**src/rtl/spi_response_transmitter.sv**
```systemverilog
`default_nettype none
// ============================================================================
// Module : spi_response_transmitter
// Desc   : MISO-side serialiser for SD-card SPI responses and read data blocks.
//          Optional macro SPI_TX_CRC16_EN adds CRC16-CCITT over the payload.
// Rev    : 1.0  initial release
// ============================================================================

module spi_response_transmitter #(
  parameter int NCR_BYTES = 1,
  parameter int NAC_BYTES = 1,
  parameter int BLK_W     = 12
) (
  input  logic             clock,
  input  logic             reset,
  input  logic             io_CLK,
  input  logic             io_CS,
  output logic             io_DO,
  input  logic             io_Start,
  input  logic [2:0]       io_RespLen,
  input  logic [39:0]      io_RespData,
  input  logic             io_SendBlock,
  input  logic [BLK_W-1:0] io_DataBlockSize,
  input  logic [7:0]       io_DataIn,
  input  logic             io_DataValid,
  output logic             io_DataReady,
  output logic             io_Busy,
  output logic             io_Done,
  output logic             io_Underrun
);

  localparam logic [2:0] c_ST_IDLE  = 3'd0;
  localparam logic [2:0] c_ST_NCR   = 3'd1;
  localparam logic [2:0] c_ST_RESP  = 3'd2;
  localparam logic [2:0] c_ST_NAC   = 3'd3;
  localparam logic [2:0] c_ST_TOKEN = 3'd4;
  localparam logic [2:0] c_ST_DATA  = 3'd5;
  localparam logic [2:0] c_ST_CRC   = 3'd6;
  localparam logic [2:0] c_ST_DONE  = 3'd7;

  localparam logic [BLK_W-1:0] c_ONE     = BLK_W'(1);
  localparam logic [BLK_W-1:0] c_TWO     = BLK_W'(2);
  localparam logic [BLK_W-1:0] c_NCR_CNT = BLK_W'(NCR_BYTES);
  localparam logic [BLK_W-1:0] c_NAC_CNT = BLK_W'(NAC_BYTES);

  logic [2:0]       r_state;
  logic [2:0]       w_next_state;
  logic [2:0]       w_after;
  logic [2:0]       w_target;
  logic [2:0]       r_clk_sync;
  logic [2:0]       r_cs_sync;
  logic [7:0]       r_shift;
  logic [2:0]       r_bit_cnt;
  logic [BLK_W-1:0] r_byte_cnt;
  logic [39:0]      r_resp;
  logic [2:0]       r_resp_len;
  logic             r_send_blk;
  logic [BLK_W-1:0] r_blk_size;
  logic [BLK_W-1:0] w_term;
  logic [2:0]       w_len_clamped;
  logic [7:0]       w_load_byte;
  logic [7:0]       w_payload;
  logic [7:0]       w_crc_hi;
  logic [7:0]       w_crc_lo;
  logic             w_cs;
  logic             w_cs_rise;
  logic             w_fall;
  logic             w_active;
  logic             w_abort;
  logic             w_adv;
  logic             w_byte_end;
  logic             w_last;
  logic             w_accept;
  logic             w_take;

  // Third flop vs second gives the edge; second flop is the synchronised level.
  always_ff @(posedge clock or negedge reset) begin
    if (!reset) begin
      r_clk_sync <= 3'b000;
      r_cs_sync  <= 3'b111;
    end else begin
      r_clk_sync <= {r_clk_sync[1:0], io_CLK};
      r_cs_sync  <= {r_cs_sync[1:0], io_CS};
    end
  end

  assign w_cs       = r_cs_sync[1];
  assign w_cs_rise  = r_cs_sync[1] & ~r_cs_sync[2];
  assign w_fall     = r_clk_sync[2] & ~r_clk_sync[1];
  assign w_active   = (r_state != c_ST_IDLE) && (r_state != c_ST_DONE);
  assign w_abort    = w_active && w_cs_rise;
  assign w_adv      = w_active && w_fall && !w_cs;
  assign w_byte_end = w_adv && (r_bit_cnt == 3'd7);
  assign w_accept   = (r_state == c_ST_IDLE) && io_Start;
  assign w_last     = (r_byte_cnt == (w_term - c_ONE));
  assign w_payload  = io_DataValid ? io_DataIn : 8'hFF;

  assign w_len_clamped = (io_RespLen == 3'd0) ? 3'd1 :
                         (io_RespLen > 3'd5)  ? 3'd5 : io_RespLen;

  always_comb begin
    w_term = c_ONE;
    case (r_state)
      c_ST_NCR:  w_term = c_NCR_CNT;
      c_ST_RESP: w_term = BLK_W'(r_resp_len);
      c_ST_NAC:  w_term = c_NAC_CNT;
      c_ST_DATA: w_term = r_blk_size;
      c_ST_CRC:  w_term = c_TWO;
      default:   w_term = c_ONE;
    endcase
  end

  always_ff @(posedge clock or negedge reset) begin
    if (!reset) begin
      r_state <= c_ST_IDLE;
    end else begin
      r_state <= w_next_state;
    end
  end

  always_comb begin
    w_after = c_ST_DONE;
    case (r_state)
      c_ST_NCR:   w_after = c_ST_RESP;
      c_ST_RESP:  w_after = r_send_blk ? ((NAC_BYTES > 0) ? c_ST_NAC : c_ST_TOKEN) : c_ST_DONE;
      c_ST_NAC:   w_after = c_ST_TOKEN;
      c_ST_TOKEN: w_after = (r_blk_size != '0) ? c_ST_DATA : c_ST_CRC;
      c_ST_DATA:  w_after = c_ST_CRC;
      default:    w_after = c_ST_DONE;
    endcase

    w_next_state = r_state;
    case (r_state)
      c_ST_IDLE: begin
        if (io_Start) w_next_state = (NCR_BYTES > 0) ? c_ST_NCR : c_ST_RESP;
      end
      c_ST_DONE: w_next_state = c_ST_IDLE;
      default: begin
        if (w_abort)                 w_next_state = c_ST_IDLE;
        else if (w_byte_end && w_last) w_next_state = w_after;
      end
    endcase
  end

  // The byte loaded at a boundary is the first byte of whatever state follows.
  always_comb begin
    io_Busy      = w_active;
    io_Done      = (r_state == c_ST_DONE);
    io_DO        = (w_active && !w_cs) ? r_shift[7] : 1'b1;
    w_target     = w_last ? w_after : r_state;
    w_take       = w_byte_end && (w_target == c_ST_DATA);
    io_DataReady = w_take;
    io_Underrun  = w_take && !io_DataValid;
    case (w_target)
      c_ST_RESP:  w_load_byte = r_resp[39:32];
      c_ST_TOKEN: w_load_byte = 8'hFE;
      c_ST_DATA:  w_load_byte = w_payload;
      c_ST_CRC:   w_load_byte = (r_state == c_ST_CRC) ? w_crc_lo : w_crc_hi;
      default:    w_load_byte = 8'hFF;
    endcase
  end

  always_ff @(posedge clock or negedge reset) begin
    if (!reset) begin
      r_shift    <= 8'hFF;
      r_bit_cnt  <= 3'd0;
      r_byte_cnt <= '0;
      r_resp     <= '0;
      r_resp_len <= 3'd0;
      r_send_blk <= 1'b0;
      r_blk_size <= '0;
    end else if (w_abort) begin
      r_shift    <= 8'hFF;
      r_bit_cnt  <= 3'd0;
      r_byte_cnt <= '0;
    end else if (w_accept) begin
      r_resp_len <= w_len_clamped;
      r_send_blk <= io_SendBlock;
      r_blk_size <= io_DataBlockSize;
      r_bit_cnt  <= 3'd0;
      r_byte_cnt <= '0;
      if (NCR_BYTES > 0) begin
        r_shift <= 8'hFF;
        r_resp  <= io_RespData;
      end else begin
        r_shift <= io_RespData[39:32];
        r_resp  <= {io_RespData[31:0], 8'h00};
      end
    end else if (w_adv) begin
      if (r_bit_cnt == 3'd7) begin
        r_shift    <= w_load_byte;
        r_bit_cnt  <= 3'd0;
        r_byte_cnt <= w_last ? '0 : (r_byte_cnt + c_ONE);
        if (w_target == c_ST_RESP) r_resp <= {r_resp[31:0], 8'h00};
      end else begin
        r_shift   <= {r_shift[6:0], 1'b1};
        r_bit_cnt <= r_bit_cnt + 3'd1;
      end
    end
  end

`ifdef SPI_TX_CRC16_EN
  logic [15:0] r_crc;

  function automatic logic [15:0] crc16_byte(input logic [15:0] crc, input logic [7:0] d);
    logic [15:0] c;
    c = crc ^ {d, 8'h00};
    for (int i = 0; i < 8; i++) begin
      c = c[15] ? ({c[14:0], 1'b0} ^ 16'h1021) : {c[14:0], 1'b0};
    end
    return c;
  endfunction

  // Substituted 0xFF bytes are folded in because they are what the host receives.
  always_ff @(posedge clock or negedge reset) begin
    if (!reset) begin
      r_crc <= 16'h0000;
    end else if (w_accept) begin
      r_crc <= 16'h0000;
    end else if (w_take) begin
      r_crc <= crc16_byte(r_crc, w_payload);
    end
  end

  assign w_crc_hi = r_crc[15:8];
  assign w_crc_lo = r_crc[7:0];
`else
  assign w_crc_hi = 8'hFF;
  assign w_crc_lo = 8'hFF;
`endif

endmodule

`default_nettype wire

```
**config.mk**
```make
export PLATFORM = sky130hd
export DESIGN_NAME = spi_response_transmitter
export DESIGN_NICKNAME = d
export VERILOG_FILES = /design/src/rtl/spi_response_transmitter.sv
export SDC_FILE = /design/constraint.sdc
export NUM_CORES = 1
export LEC_CHECK = 0
export ABC_AREA = 1
export CORE_ASPECT_RATIO = 1.2
export CORE_UTILIZATION = 50
export CTS_CLUSTER_DIAMETER = 200
export DETAILED_ROUTE_END_ITERATION = 7
export GPL_TIMING_DRIVEN = 0
export PLACE_DENSITY_LB_ADDON = 0.1
export SLEW_MARGIN = 20
export SYNTH_ARGS = -nofsm -noshare
export SYNTH_HDL_FRONTEND = slang
export SYNTH_SLANG_ARGS = --single-unit
```
**constraint.sdc**
```tcl
create_clock -name clock -period 3.43 [get_ports clock]
set_input_delay 1.029 -clock clock [delete_from_list [all_inputs] [get_ports clock]]
set_output_delay 1.029 -clock clock [all_outputs]
set_load 0.02 [all_outputs]
```
; ---- After elaboration in Yosys (flattened, before gate mapping)
; Index checks and enable logic that the tools add are counted.
[totals]
regBits = 88
in_bits = 70
output_inout_bits = 5
elab_cells = 90
[classes]
add_sub_neg = 3
magnitude_cmp = 1
eq_ne = 14
muxes = 31
n_bitwise = 5
n_reduce_logical = 26
[op_table]
columns = op, n
row1 = 40-bit 2-to-1 mux, 4
row2 = 12-bit 2-to-1 mux, 5
row3 = 8-bit 2-to-1 mux, 5
row4 = 12-bit case mux with 3 select lines, 1
row5 = 3-bit 2-to-1 mux, 11
row6 = 8-bit case mux with 3 select lines, 1
row7 = 3-bit equality test (second input constant), 7
row8 = 3-bit case mux with 5 select lines, 1
row9 = 12-bit by 1-bit adder with 12-bit output (second input constant), 1
row10 = 12-bit equality test, 1
row11 = 12-bit nonzero test, 1
row12 = 12-bit by 1-bit subtractor with 12-bit output (second input constant), 1
row13 = 1-bit logical AND, 10
row14 = 3-bit by 2-bit equality test with 1-bit output (second input constant), 3
row15 = 3-bit nonzero test, 3
row16 = 3-bit logical NOT, 2
row17 = 3-bit case mux with 2 select lines, 1
row18 = 2-bit AND reduction, 3
row19 = 2-bit nonzero test, 3
row20 = 4-bit AND reduction, 1
row21 = 4-bit nonzero test, 1
row22 = 3-bit by 1-bit adder with 3-bit output (second input constant), 1
row23 = 3-bit by 1-bit equality test with 1-bit output (second input constant), 1
row24 = 3-bit > comparator (second input constant), 1
row25 = 7 further kinds, 11

; ---- Logic depth before layout (Yosys ltp)
[logic_depth]
word_depth = 11
ltp_mapped = 24
mapped_depth_nobuf = 24

; ---- Worst setup path before layout
; OpenSTA, ideal clock, no wires.
[synth_timing]
path_type = register to output
startpoint = register r_state[1]
endpoint = output port io_Underrun
arrival_time_ns = 2.882
t_required_ns = 2.401
slack_ns = -0.481
stages_incl_launch_ff = 20
path_buffers = 2
cell_sequence = dfrtp_1 buf_4 inv_2 buf_6 nand4_1 nand2_1 nor2_4 ha_1 xnor2_1 xor2_1 inv_1 nor2_1 nand4_1 nor2_1 nand2_1 nand2_1 nand2_4 nor2_4 nand2_1 nor3_1
[synth_between]
elab_chain_len = 8
word_cells_on_any_way = 20
cone_classes = add/sub (1) / eq/ne (9) / mux (3) / reduce/logical (7)
[synth_lines]
columns = item, line
row1 = "start, declared", 46  ; logic [2:0] r_state;
row2 = "start signal, assigned", 115  ; r_state <= c_ST_IDLE;
row3 = "start signal, assigned", 117  ; r_state <= w_next_state;
row4 = 3-bit equality test (tied with other cells), 103  ; case (r_state)
row5 = 12-bit case mux with 3 select lines, 103
row6 = 12-bit by 1-bit subtractor with 12-bit output, 95  ; assign w_last = (r_byte_cnt == (w_term - c_ONE));
row7 = 12-bit equality test, 95
row8 = 3-bit 2-to-1 mux, 150  ; w_target = w_last ? w_after : r_state;
row9 = 3-bit equality test, 151  ; w_take = w_byte_end && (w_target == c_ST_DATA);
row10 = 1-bit logical AND (*), 151
row11 = 1-bit logical AND (*), 153  ; io_Underrun = w_take && !io_DataValid;
row12 = "end, declared", 29  ; output logic io_Underrun
; Every way passes the cells marked *; elsewhere a longest branch is shown, timed or not.

; ---- Worst setup path after layout
; Ends and elaborated chain as after synthesis.

==> results.cfg <==
[power_and_ir_drop]
power_w = 0.006192
p_leak_nw = 3.143
p_per_area_nw_per_um2 = 907.8
vdd_ir_drop_max_mv = 0.3927

[synthesis]
async_flop_share_pct = 100.0
synth_cell_types = 39
synth.cell_area_um2 = 5110
yosys-top-cells-count = 187 x nand2_1, 93 x inv_1, 77 x dfrtp_1
yosysTopAreaCell = dfrtp_1
synth_ff_type = dfrtp_1
synth_area_leaders = dfrtp_1 38%, nand2_1 14%, inv_1 6.8%
synth-seq-cells = 88
ys_seq_area_share_pct = 43.36
synth_most_common_cell = nand2_1
syn_area_per_cell_um2 = 7.289
syn_inst = 701
ys_warn_count = 0
synth.top_cell.area_share_pct = 37.71
synth_edf_count = 0
syn-num-nets = 775

[floorplanning]
die_w_um = 94.29
die_area_um2 = 10630
num_rows = 40
core-area_um2 = 9960
start_util_pct = 51.31
io_pins = 75
die_y_um = 112.7

[clock_network]
path_clk_slew_ns = 0.07
cts_tree = done
numCtsBuffers = 9
holdBufCountCts = 0
clk_path_buf_depth = 2
htree_levels = 3
clkSinkCount = 88
clkLatencyLatePin_ns = 0.35
cts-root-buf = clkbuf_16

[critical_path]
worstPathArrival_ns = 3.01
path_class = flop to output port
crit_required_ns = 2.40
end_kind = output port
start_kind = flop
critical_path.max_fanout = 6

[cells_and_area]
num_antenna_cells = 0
regArea_um2 = 2218
fillers = 834
multi_input_area_um2 = 2497
nets = 901
drive_gt1_share_pct = 17.79
syn_to_final_growth_pct = 33.50
postLayoutCellArea_um2 = 6822

[route]
first_pass_iters = 6
ant_nets = 0
wl_per_cell_um = 14.19
viasPerCell = 5.263
drc_errors = 0
vias = 5042
drt_first_iter_violations = 289
drt-total-wl_mm = 13.59

[global_route]
grt_usage_pct = 27.17
grt_pass1_wl_mm = 22.51
grt_pass1_vias = 5048
overflow = 0
antenna_found_initial = 0
grt_max_degree = 60

[timing]
period_needed_ns = 4.040
finalSetupViolCount = 17
rsz0062_at_grt = yes
finalHoldViolations = 0
post-route-period-util_pct = 117.8
max_slew_margin_pct = 66.67
clock.fmax_ghz = 0.2476
fin_skew_ns = 0.006808
slew_viol_final = 0
fin_ws_ns = -0.6095
holdWs_ns = 0.3618
fin_tns_setup_ns = -7.541
worst_pin_slew_ns = 0.4981

[place]
portBuffers = 73
dpl.hpwl_mm = 9.570
post-place-ws_ns = -1.119
place_area_um2 = 6083
gp_congestion = 0.8965

[run]
maxCapViolCount = 0

[worst_hold_path]
hp-class = flop to flop

[status]
violations = negative setup slack
outcome = complete, but fails checks
power by group:
group / internal (W) / leakage [nW] / switching, W
Sequential: 0.00137 / 1.09 / 0.000156
Clock: 0.000590 / 0.140 / 0.000434
Combinational: 0.00155 / 1.91 / 0.00210
Total: 0.00351 / 3.14 / 0.00268
cells in the final DEF (no fill, tap or decap), types with 2 or more instances in the layout:
master	n
a21oi_1	21
dfrtp_2	2
inv_4	2
ha_1	3
clkbuf_16	9
o32ai_1	2
clkinvlp_4	3
nand4_1	24
clkdlybuf4s50_1	69
nand3_2	8
inv_1	91
nand2_1	180
nor4_1	4
o21ai_1	28
inv_2	10
nor2_2	5
buf_6	6
o21ai_2	2
dfstp_2	11
nand2_4	3
nor3_1	5
xnor2_2	2
nor2_1	50
o21ai_0	63
nand2_2	8
clkbuf_1	14
nor2_4	8
xor2_1	10
dfrtp_1	75
o22ai_1	9
nand3_1	28
buf_2	3
xnor2_1	2
buf_4	47
a21oi_2	6
state kept, by name, indices dropped and copies added, names as in the netlist:
signal      flops
r_bit_cnt       3
r_blk_size     12
r_byte_cnt     12
r_clk_sync      3
r_cs_sync       3
r_resp         40
r_resp_len      3
r_send_blk      1
r_shift         8
r_state         3
critical path, stage by stage, from the launching register on:
cell	delay, ns
dfrtp_1	0.37
buf_6	0.13
inv_4	0.06
buf_6	0.11
nand4_1	0.09
nand2_2	0.11
nor2_4	0.05
ha_4	0.24
xnor2_2	0.12
nand3b_1	0.21
nor2_1	0.13
nand4_1	0.13
nor2_2	0.18
nand2_2	0.09
nand2_2	0.09
nand2_4	0.06
nor2_4	0.11
nand2_4	0.08
nor3_4	0.15
buf_6	0.14
through the flow:
| step | instances | util (%) |
|---|---|---|
| final | 958 | 68.49 |
| after global routing | 958 | 68.49 |
| after detailed placement | 901 | 61.08 |
| after global placement | 900 | 60.83 |
| after CTS | 951 | 67.34 |
| after floorplan | 701 | - |
worst paths after layout:
| path | from | end | slack [ns] | cells past startpoint |
|---|---|---|---|---|
| max | r_state[1] | io_Underrun | -0.61 | 19 |
| min | r_cs_sync[0] | r_cs_sync[1] | 0.36 | 0 |
| max reg2reg | r_state[0] | r_state[0] | -0.50 | 28 |
| min reg2reg | r_cs_sync[0] | r_cs_sync[1] | 0.36 | 0 |
| max in group asynchronous | reset | r_cs_sync[0] | 2.14 | 2 |
| min in group asynchronous | reset | r_byte_cnt[7] | 0.61 | 1 |
routing by layer:
layer	wire length [um]	global-route usage, %	share of wire, %
met4	382	12.21	2.8
met1	5661	32.61	42
met5	0	0	0
met3	568	4.973	4.2
met2	6981	46.86	51
final cells by class:
cell class | instances | area share (%)
clock inverter | 5 | 0.9354
timing repair buffer | 115 | 15.79
tap | 126 | 2.311
buffer | 28 | 2.531
inverter | 103 | 5.741
sequential | 88 | 32.52
multi-input combinational | 482 | 36.61
clock buffer | 11 | 3.558
repair_timing:
item / CTS / global route
setup buffers: 34 / 7
setup endpoints to repair: 3 / 17
pin swaps: 13 / 3
gates resized for setup: 30 / 21
logic make-up (layout without fill, tap and decap cells):
logic type	after synthesis	in the layout	synth area share, %
AOI/OAI and AO/OA	135	135	14.50
xor gates and xnor gates	14	14	2.399
adders and majority gates	4	4	0.9795
buffers and inverters	131	262	10.50
DFF	88	88	43.36
and+or+nand+nor	329	329	28.26
Note: power is estimated with default switching activity, not from simulation.
